--- src/rtl/pixel_uart_serializer.sv ---
// rtl/pixel_uart_serializer.sv - pixel FIFO feeding a UART transmitter (8N1; 8E1 when SERIALIZER_PARITY_EN is defined)
module pixel_uart_serializer #(
  parameter int CLKS_PER_BIT = 1736,
  parameter int FIFO_DEPTH   = 16,
  parameter int FRAME_PIXELS = 3721
) (
  input  logic       clk_200mhz,
  input  logic       reset_n,
  input  logic [7:0] pixel_in,
  input  logic       valid_in,
  output logic       ready_out,
  output logic       tx_out,
  output logic       busy,
  output logic       frame_done
);

  localparam int PTR_W  = $clog2(FIFO_DEPTH);
  localparam int CNT_W  = $clog2(FIFO_DEPTH + 1);
  localparam int BAUD_W = $clog2(CLKS_PER_BIT);
  localparam int PIX_W  = $clog2(FRAME_PIXELS + 1);

  localparam logic [CNT_W-1:0]  FIFO_FULL = CNT_W'(FIFO_DEPTH);
  localparam logic [BAUD_W-1:0] BAUD_LAST = BAUD_W'(CLKS_PER_BIT - 1);
  localparam logic [PIX_W-1:0]  PIX_LAST  = PIX_W'(FRAME_PIXELS - 1);

`ifdef SERIALIZER_PARITY_EN
  typedef enum logic [2:0] {IDLE, START, DATA, PARITY, STOP} state_t;
`else
  typedef enum logic [1:0] {IDLE, START, DATA, STOP} state_t;
`endif

  state_t             state, state_d;
  logic [BAUD_W-1:0]  baud, baud_d;
  logic [2:0]         bit_idx, bit_idx_d;
  logic [7:0]         shift_reg, shift_d;
  logic [PIX_W-1:0]   pix_cnt, pix_d;
  logic               tx_d, busy_d, done_d;
  logic               baud_last;

  logic [7:0]         mem [FIFO_DEPTH];
  logic [PTR_W-1:0]   wr_ptr, rd_ptr;
  logic [CNT_W-1:0]   count;
  logic               push, pop;

  assign ready_out = (count != FIFO_FULL);
  assign push      = valid_in && ready_out;
  assign pop       = (state == IDLE) && (count != '0);
  assign baud_last = (baud == BAUD_LAST);

  always_ff @(posedge clk_200mhz) begin
    if (push) mem[wr_ptr] <= pixel_in;
  end

  // Pointers are exactly PTR_W bits wide, so the wrap is the natural overflow.
  always_ff @(posedge clk_200mhz or negedge reset_n) begin
    if (!reset_n) begin
      wr_ptr <= '0;
      rd_ptr <= '0;
      count  <= '0;
    end else begin
      if (push) wr_ptr <= wr_ptr + PTR_W'(1);
      if (pop)  rd_ptr <= rd_ptr + PTR_W'(1);
      case ({push, pop})
        2'b10:   count <= count + CNT_W'(1);
        2'b01:   count <= count - CNT_W'(1);
        default: count <= count;
      endcase
    end
  end

  always_ff @(posedge clk_200mhz or negedge reset_n) begin
    if (!reset_n) begin
      state      <= IDLE;
      baud       <= '0;
      bit_idx    <= '0;
      shift_reg  <= '0;
      pix_cnt    <= '0;
      tx_out     <= 1'b1;
      busy       <= 1'b0;
      frame_done <= 1'b0;
    end else begin
      state      <= state_d;
      baud       <= baud_d;
      bit_idx    <= bit_idx_d;
      shift_reg  <= shift_d;
      pix_cnt    <= pix_d;
      tx_out     <= tx_d;
      busy       <= busy_d;
      frame_done <= done_d;
    end
  end

  // Line outputs are registered copies of the current state, so the line lags the FSM by one cycle.
  always_comb begin
    state_d   = state;
    baud_d    = baud;
    bit_idx_d = bit_idx;
    shift_d   = shift_reg;
    pix_d     = pix_cnt;
    tx_d      = 1'b1;
    busy_d    = 1'b1;
    done_d    = 1'b0;

    case (state)
      IDLE: begin
        busy_d    = 1'b0;
        baud_d    = '0;
        bit_idx_d = '0;
        if (pop) begin
          shift_d = mem[rd_ptr];
          state_d = START;
        end
      end

      START: begin
        tx_d = 1'b0;
        if (baud_last) begin
          baud_d  = '0;
          state_d = DATA;
        end else begin
          baud_d = baud + BAUD_W'(1);
        end
      end

      DATA: begin
        tx_d = shift_reg[bit_idx];
        if (baud_last) begin
          baud_d = '0;
          if (bit_idx == 3'd7) begin
            bit_idx_d = '0;
`ifdef SERIALIZER_PARITY_EN
            state_d   = PARITY;
`else
            state_d   = STOP;
`endif
          end else begin
            bit_idx_d = bit_idx + 3'd1;
          end
        end else begin
          baud_d = baud + BAUD_W'(1);
        end
      end

`ifdef SERIALIZER_PARITY_EN
      PARITY: begin
        tx_d = ^shift_reg;
        if (baud_last) begin
          baud_d  = '0;
          state_d = STOP;
        end else begin
          baud_d = baud + BAUD_W'(1);
        end
      end
`endif

      STOP: begin
        if (baud_last) begin
          baud_d  = '0;
          state_d = IDLE;
          if (pix_cnt == PIX_LAST) begin
            pix_d  = '0;
            done_d = 1'b1;
          end else begin
            pix_d = pix_cnt + PIX_W'(1);
          end
        end else begin
          baud_d = baud + BAUD_W'(1);
        end
      end

      default: begin
        busy_d  = 1'b0;
        baud_d  = '0;
        state_d = IDLE;
      end
    endcase
  end

endmodule

--- config.mk ---
export PLATFORM = sky130hd
export DESIGN_NAME = pixel_uart_serializer
export DESIGN_NICKNAME = d
export VERILOG_FILES = /design/src/rtl/pixel_uart_serializer.sv
export SDC_FILE = /design/constraint.sdc
export NUM_CORES = 1
export LEC_CHECK = 0
export ABC_AREA = 1
export ABC_CLOCK_PERIOD_IN_PS = 2100
export CAP_MARGIN = 20
export CORE_AREA = 2 2 149 151
export CTS_CLUSTER_DIAMETER = 30
export DETAILED_ROUTE_END_ITERATION = 12
export DIE_AREA = 0 0 151 153
export DONT_BUFFER_PORTS = 1
export PLACE_DENSITY = 0.67
export SYNTH_ARGS = -nofsm -noshare
export SYNTH_HDL_FRONTEND = slang
export SYNTH_SLANG_ARGS = --single-unit
--- constraint.sdc ---
create_clock -name clk_200mhz -period 2.1 [get_ports clk_200mhz]
set_input_delay 0.42 -clock clk_200mhz [delete_from_list [all_inputs] [get_ports clk_200mhz]]
set_output_delay 0.42 -clock clk_200mhz [all_outputs]
set_load 0.02 [all_outputs]
* After elaboration in Yosys (flattened, before gate mapping) *
Memory sizes are Yosys's and may differ from the RTL's. A register that Yosys moved wholly into a read port is not among the register bits.
Index checks and enable logic that the tools add are counted.

word-level totals
  flip-flop bits (word level) = 44
  RAM bits = 128
  bits of input ports = 11
  output and inout bits = 4
  memories kept = 1

memories
  name  words  bits a word  read ports  clocked after memory_dff  write ports  RTL line  RTL
  mem   16     8            1           1                         1            40        logic [7:0] mem [FIFO_DEPTH];

cells by class
  $add $sub $neg = 7
  $lt $le $gt $ge = 1
  equality and inequality tests = 14
  multiplexer cells = 22
  reductions and logical operators = 12

operator list
  kind                                                                  number
  11-bit case mux with 2 select lines                                   1
  12-bit by 1-bit adder with 12-bit output, second input constant       1
  12-bit == test, second input constant                                 1
  12-bit 2-to-1 mux                                                     1
  11-bit by 1-bit adder with 11-bit output, second input constant       1
  11-bit == test, second input constant                                 1
  11-bit 2-to-1 mux                                                     1
  2-bit 2-to-1 mux                                                      5
  2-bit != test, second input constant                                  5
  5-bit case mux with 2 select lines                                    1
  4-bit by 1-bit adder with 4-bit output, second input constant         2
  2-bit case mux with 4 select lines                                    1
  1-bit 2-to-1 mux                                                      7
  2-bit == test, second input constant                                  3
  3-bit 2-to-1 mux                                                      2
  3-bit case mux with 2 select lines                                    1
  2-bit AND reduction                                                   3
  5-bit by 1-bit adder with 5-bit output, second input constant         1
  5-bit != test, second input constant                                  1
  5-bit AND reduction                                                   1
  5-bit nonzero test                                                    1
  5-bit by 1-bit subtractor with 5-bit output, second input constant    1
  2-bit by 1-bit == test with 1-bit output, second input constant       2
  3-bit by 4-bit < comparator with 1-bit output, second input constant  1
  other kinds (9)                                                       11

* Logic depth before layout (Yosys ltp) *
Gate-level depths: netlist of the first run.

  depth in word-level cells = 4
  depth in mapped cells = 16
  depth with buffers taken out = 15

* Worst setup path before layout of the first run *
Ideal clock, no wire load.

  path kind = register to register
  start point = register count[1]
  end point = register count[4]
  library setup time = 0.117 ns
  arrival = 2.184 ns
  setup slack = -0.200 ns
  cell stages (with the launch flop) = 15
  period minus slack after synthesis = 2.300 ns
  cells stage by stage = dfrtp_1 nor2_1 nand3_1 nand2_2 buf_2 ha_1 xor2_1 ha_1 inv_1 nand2_1 nand3_1 nand3_1 nand2_1 nand2_1 nand2_1

between the ends
  word-level cells in the longest chain between the ends = 4
  elaborated cells on any way between the ends = 10

RTL lines
  element                                                                           RTL line  RTL
  from (decl)                                                                       42        logic [CNT_W-1:0] count;
  from (signal assigned)                                                            64        2'b10: count <= count + CNT_W'(1);
  from (signal assigned)                                                            65        2'b01: count <= count - CNT_W'(1);
  from (signal assigned)                                                            66        default: count <= count;
  5-bit != test *                                                                   45        assign ready_out = (count != FIFO_FULL);
  named net ready_out                                                               11        output logic ready_out,
  1-bit logical AND *                                                               46        assign push = valid_in && ready_out;
  2-bit by 1-bit == test with 1-bit output / 2-bit == test (equally long branches)  63        case ({push, pop})
  5-bit case mux with 2 select lines / 2-bit nonzero test (equally long branches)   n/a

The timed path passes the listed nets; every way through them passes the cells marked *.
A chain may end at the register's enable or synchronous reset.

* Worst setup path in the final report of the first run *
  start point = register count[3]
  end point = memory mem[15][5], enable pin

between the ends
  word-level cells in the longest chain between the ends = 4

RTL lines
  element                                 RTL line  RTL
  5-bit != test                           45
  1-bit logical AND                       46
  1-bit 2-to-1 mux                        51        if (push) mem[wr_ptr] <= pixel_in;
  1-bit 2-to-1 mux (not written as such)  51
  to (decl)                               40

No other way between the ends.

==> summary.md, run 1 <==
| Metric | Value |
|---|---|
| Commonest non-fill, non-tap cell in the layout | nand2_1 |
| Initial Util | 0.3952 |
| Worst-path cell chain | nor2_4, nand3_2, nand2_4, inv_1, nand2_1, nor2_1 |
| H-tree Lvls | 4 |
| TritonCTS Buffers | 17 |
| Reg2reg setup slack | around 170 ps |
| CTS tree | built |
| Hold Crit Depth | 0 |
| Die X | 151 µm |
| Buffer depth of the longest clock path | 2 |
| Clk pwr share | 0.261 |
| Final setup viols | 0 |
| Synth warnings | 0 |
| Largest net degree at the start of global routing | between 50 and 60 |
| Worst flop-to-flop path startpoint | count[3] |
| Die height | 153 µm |
| Via count | ~6000 |
| Final WL | 18430 µm |
| Root Buffer Master | clkbuf_16 |
| Netlist cell types | 32 |
| Multi-input combinational cell area | 2666 µm² |
| First-pass GRT wire length | 30060 µm |
| Cells after Synth | roughly 910 |
| Layout fillers | 2039 |
| DP HPWL | 11850 µm |
| WHS Endpoint | mem[8][2] |
| Initial DRC Count | between 500 and 600 |
| DRT Pass-1 Iters | 5 |
| Worst slew margin | 0.4957 |
| Max-capacitance violation count | 0 |
| Biggest register | mem |
| Worst Path Required | 2160 ps |
| Slowest cell on crit path | nor2_1 |
| Crit Path Class | reg -> reg |
| Routed len/inst | 15.14 µm |
| Total global-route track usage | 0.1694 |
| CP arrival | 2000 ps |
| Pwr dens | roughly 1300 nW/µm² |
| Synth Area per Inst | between 9 and 10 µm² |
| HP Start | pixel_in[2] |
| CTS Sinks | 180 |
| Syn nets | 938 |
| Capture point of the worst reg-to-reg path | mem[15][5] |
| Crit path max fanout | 8 |
| Io pins | 15 |
| Final period utilization | 0.9205 |
| Seq pwr share | 0.392 |
| Psw | approximately 4600 µW |
| Largest regs | mem x128, pix_cnt x12, baud x11 |
| Mapped Area | 8491 µm² |
| Antenna viol nets, final | 0 |
| Worst skew pair latency | between 400 and 500 ps |
| Sequential element share of the synthesized area | 0.6061 |
| FF/Latch Area | 5149 µm² |
| P&R area growth vs syn | 12.58% |
| R2r worst-path depth | 6 |
| Antenna cells | 0 |
| RePlAce Congestion | 0.8466 |
| Core Area | 21490 µm² |
| Core Rows | 54 |
| Worst Slack Setup Final | 166.9 ps |
| Hold Vio Cnt, Final | 0 |
| Vias in the first global route | 5826 |
| Final Skew | 9.238 ps |
| Slew Limit Fails | 0 |
| Die area | 23100 µm² |
| Critical path launch point type | flop |
| CP max stage delay | around 620 ps |
| Cell-internal power | approximately 7400 µW |
| Measured slew at the worst slew-check pin | 753.7 ps |
| Detailed-route DRC error count | 0 |
| Drt via density | 4.841 |
| Sw frac | 0.3835 |
| Setup slack at placement | 112.3 ps |
| Post-Place Cells | 1184 |
| Fin crit period | 1933 ps |
| Status | completed |
| Port bufs | 0 |
| Initial antenna violation count | 0 |
| Final-stage net count | roughly 950 |
| Non-filler cells, final | 1217 |
| Static Leak | 0.004214 µW |
| HP Class | in -> reg |
| Commonest cells after routing, fill and taps aside | 275 x nand2_1, 139 x inv_1, 128 x edfxtp_1 |
| Clk slew on worst S/H paths | 70 ps |
| CP Capture Type | flop |
| Share of power burned in combinational logic | 0.346 |
| Achievable Freq | about 520 MHz |
| Flops & latches, synth | 180 |
| VDD IR-drop max | roughly 0.66 mV |
| Share of layout cells above drive strength 1 | 0.08858 |
| Grt ovf | 0 |
| Max reg flops | 128 |
## worst max-delay path by stage
| stage | start | endpoint | slack, ps | cells after the start |
|---|---|---|---|---|
| 2_1_floorplan | count[1] | count[4] | 20 | 14 |
| 3_5_place_dp | state[0] | count[4] | 110 | 14 |
| 3_3_place_gp | count[1] | count[4] | 160 | 15 |
| 4_1_cts | state[0] | count[4] | 100 | 14 |
| 6_report | count[3] | mem[15][5] | 170 | 6 |
| 5_1_grt | count[0] | count[4] | -8 | 13 |
## metrics by stage
| step | TNS (ps) | area, µm² | power, µW | utilization | hold WS [ps] |
|---|---|---|---|---|---|
| 2_1_floorplan | 0 | 8513 | 7706 | - | 124.4 |
| 3_3_place_gp | 0 | 8900 | 8835 | 0.4142 | 126.7 |
| 3_5_place_dp | 0 | 8900 | 8901 | 0.4142 | 127.2 |
| 4_1_cts | 0 | 9530 | 12110 | 0.4436 | 60.35 |
| 5_1_grt | -7.725 | 9559 | 12880 | 0.4449 | 50.46 |
| 6_report | 0 | 9559 | 12050 | 0.4449 | 82.28 |
## repair_timing
| item | CTS | global route |
|---|---|---|
| setup buffers | 0 | 0 |
| hold buffers | 2 | 0 |
| hold endpoints to repair | 52 | 0 |
| resized for setup | 0 | 10 |
| endpoints found under the setup margin | 0 | 2 |
## cells in the mapped netlist
cell type,number,area [µm²]
nor3_2,1,10.01
inv_1,143,536.8
xor2_1,15,131.4
nand3_1,129,645.6
buf_6,2,22.52
nor2_4,1,11.26
and3_1,2,12.51
xnor2_1,2,17.52
dfstp_2,1,26.28
edfxtp_1,128,3844
nand2_1,275,1032
clkinv_1,2,7.510
o211ai_1,1,7.510
buf_4,5,37.54
nand3b_1,2,15.01
dfrtp_1,51,1276
a21boi_0,1,7.510
nand4_1,7,43.79
clkbuf_1,5,18.77
buf_1,1,3.750
or2_2,1,6.260
o21ai_2,3,26.28
buf_2,19,95.09
o21ai_1,3,15.01
nor3_1,29,145.1
nand2_2,3,18.77
o21ai_0,17,85.08
inv_2,1,3.750
nor2_1,35,131.4
a21oi_1,5,25.02
ha_1,18,225.2
nor4_1,1,6.260
## worst max-delay path: cells and delay by family, from the launching register on
family / cells / cell delay (ps)
buffers and inverters: 1 / 110
DFF: 1 / 440
and+or+nand+nor: 5 / 1030
## power by group through the flow
stage	Sequential, µW	Combinational (µW)	Clock (µW)
floorplan	4680	3020	0
global placement	4760	4070	0
detailed placement	4780	4120	0
CTS	4710	4180	3220
global route	4780	4740	3360
finish	4730	4180	3150
## kinds of logic after synthesis
logic type      count (synthesis)  share of synthesized area
simple gates                  486                     0.2448
flops                         180                     0.6061
buf+inv                       178                    0.08547
compound gates                 30                    0.01960
fa+ha+maj                      18                    0.02653
xor+xnor                       17                    0.01754
## routing by layer
| layer | vias to the layer above | routed length [µm] | global-route usage |
|---|---|---|---|
| met4 | 0 | 327 | 0.05652 |
| met1 | 2785 | 8361 | 0.2302 |
| met3 | 25 | 1052 | 0.03970 |
| met5 | - | 0 | 0 |
| li1 | 2957 | - | - |
| met2 | 124 | 8685 | 0.2680 |
## cell type report
cell class,instances,share of cell area
sequential,180,0.5386
clock inverter,14,0.01754
tap,280,0.03665
clock buffer,17,0.04450
timing repair buffer,29,0.02644
multi-input combinational,551,0.2789
inverter,146,0.05733
Power figures use the tool's default switching activity.
==> run 2, diff against run 1 <==
--- a/config.mk
+++ b/config.mk
@@ -13,7 +13,7 @@
 export DETAILED_ROUTE_END_ITERATION = 12
 export DIE_AREA = 0 0 151 153
 export DONT_BUFFER_PORTS = 1
-export PLACE_DENSITY = 0.67
+export PLACE_DENSITY_LB_ADDON = 0.25
 export SYNTH_ARGS = -nofsm -noshare
 export SYNTH_HDL_FRONTEND = slang
 export SYNTH_SLANG_ARGS = --single-unit
==> run 2 against run 1 <==
Cell area grew 0.45%. Critical endpoint is now count[4]. Clock-buffer cell count grew 4. Largest power group unchanged. Global-route usage is essentially flat. Register-to-register slack is essentially flat. Combinational power grew 5%. Cell count grew 0.74%. Setup slack lost 7.1 ps. Hold slack lost 0.97 ps.
==> summary.md, run 2 (synthesis gave the netlist of run 1 again) <==
| Metric | Value |
|---|---|
| Status | completed |
| Largest net degree at the start of global routing | 67 |
| Io pins | 15 |
| CP arrival | 2260 ps |
| Final setup viols | 0 |
| Non-filler cells, final | 1226 |
| CTS Sinks | 180 |
| Layout fillers | 2075 |
| Clk pwr share | 0.251 |
| Setup slack at placement | around 56 ps |
| Cell-internal power | 7507 µW |
| Via count | roughly 5800 |
| Root Buffer Master | clkbuf_16 |
| Multi-input combinational cell area | 2659 µm² |
| Pwr dens | 1259 nW/µm² |
| Antenna viol nets, final | 0 |
| DP Area | roughly 9000 µm² |
| Measured slew at the worst slew-check pin | 774.9 ps |
| TritonCTS Buffers | 17 |
| Achievable Freq | 515.4 MHz |
| Worst flop-to-flop path startpoint | state[0] |
| FF/Latch Area | 5147 µm² |
| Commonest non-fill, non-tap cell in the layout | nand2_1 |
| Setup crit start | state[0] |
| Setup crit end | count[4] |
| Clk slew on worst S/H paths | about 70 ps |
| Worst slew margin | 0.4815 |
| Final period utilization | 0.9239 |
| Static Leak | 0.004254 µW |
| Critical path launch point type | flop |
| Hold Vio Cnt, Final | 0 |
| Share of layout cells above drive strength 1 | 0.09197 |
| Worst Path Required | 2420 ps |
| H-tree Lvls | 4 |
| Crit Path Class | reg -> reg |
| VDD IR-drop max | 0.8233 mV |
| Port bufs | 0 |
| Post-Route Setup TNS | 0 ps |
| Fin crit period | 1940 ps |
| Slew Limit Fails | 0 |
| Total global-route track usage | 0.1696 |
| RSZ-0062 raised after global routing | no |
| Final Skew | 9.260 ps |
| Drt via density | about 4.7 |
| Vias in the first global route | 5684 |
| Core Rows | 54 |
| Grt ovf | 0 |
| Largest regs | mem x128, pix_cnt x12, baud x11 |
| Die X | roughly 150 µm |
| Final instance area | 9602 µm² |
| Final-stage net count | about 960 |
| First-pass GRT wire length | between 30000 and 40000 µm |
| Max-capacitance violation count | 0 |
| Crit path max fanout | 5 |
| Routed len/inst | 14.92 µm |
| Post-Place Cells | 1191 |
| P&R area growth vs syn | 13.09% |
| Buffer depth of the longest clock path | 2 |
| Commonest cells after routing, fill and taps aside | 275 x nand2_1, 139 x inv_1, 128 x nand3_1, 128 x edfxtp_1, 50 x dfrtp_1 |
| Initial DRC Count | 474 |
| DP HPWL | 12120 µm |
| Initial antenna violation count | 0 |
| Capture point of the worst reg-to-reg path | count[4] |
| Psw | 4579 µW |
| Die area | 23100 µm² |
| CP Capture Type | flop |
| RePlAce Congestion | 0.8570 |
| Core Area | 21490 µm² |
| DRT Pass-1 Iters | 5 |
| Sw frac | 0.3788 |
| Worst skew pair latency | 430 ps |
| Detailed-route DRC error count | 0 |
| Hold Crit Depth | 0 |
| Share of power burned in combinational logic | 0.361 |
| CTS tree | built |
| R2r worst-path depth | 14 |
| Antenna cells | 0 |
| Worst Slack Setup Final | 159.8 ps |
| Seq pwr share | 0.387 |
| Die height | approximately 150 µm |
| Max reg flops | 128 |
| Biggest register | mem |
| Final WL | 18300 µm |
| Reg2reg setup slack | between 150 and 200 ps |
| Initial Util | 0.3952 |
| HP Class | in -> reg |
==> run 2: changes by cell type in the layout (fill, tap and decap cells not counted), sizes merged <==
cell / change
bufinv: -1
clkinv: -2
inv: +1
clkinvlp: -1
buf: +8
clkbuf: +4
==> run 2: power groups by stage <==
stage	combinational, µW	sequential (µW)	clock [µW]
after floorplan	3020	4680	0
after global placement	4290	4730	0
after detailed placement	4310	4750	0
after CTS	4380	4680	3090
after global routing	4930	4740	3230
final	4370	4680	3040
==> run 2: routing by layer <==
metal,part of all wire,track usage,up-vias
met2,0.45,0.2604,94
met5,0,0,-
met3,0.041,0.03672,12
li1,-,-,2976
met1,0.49,0.2433,2729
met4,0.013,0.04806,0
==> run 2: repair_timing <==
item,CTS,global route
setup buffers,0,0
hold endpoints to repair,52,0
resized for setup,0,7
setup endpoints to repair,0,2
hold buffers,2,0
==> run 2: through the flow <==
stage,util,power [µW],hold WS [ps]
after floorplan,-,7706,124.4
after global placement,0.4178,9026,126.3
after detailed placement,0.4178,9061,126.6
after CTS,0.4457,12150,69.58
after global routing,0.4469,12910,62.62
final,0.4469,12090,81.31
==> run 2: layout make-up <==
type	instances	area share
sequential	180	0.5361
multi-input combinational	551	0.2769
tap	280	0.03649
inverter	146	0.05708
timing repair buffer	37	0.03492
clock inverter	11	0.009513
clock buffer	21	0.04900
==> run 2: worst min path at each step <==
stage                startpoint        end  slack [ps]
floorplan               reset_n    baud[0]         120
finish              pixel_in[6]  mem[9][6]          80
global route        pixel_in[0]  mem[0][0]          60
CTS                 pixel_in[0]  mem[1][0]          70
global placement        reset_n   baud[10]         130
detailed placement      reset_n    baud[0]         130
==> run 2: worst max-delay path, cell delays in order, from the launching register on <==
cell and delay, ps:
dfrtp_1 420, inv_2 120, ha_4 160, nand2_2 60
inv_2 70, ha_4 160, xor2_1 210, ha_1 180
inv_1 40, nand2_1 90, nand3_1 100, nand3_1 90
nand2_1 50, nand2_1 50, nand2_1 40
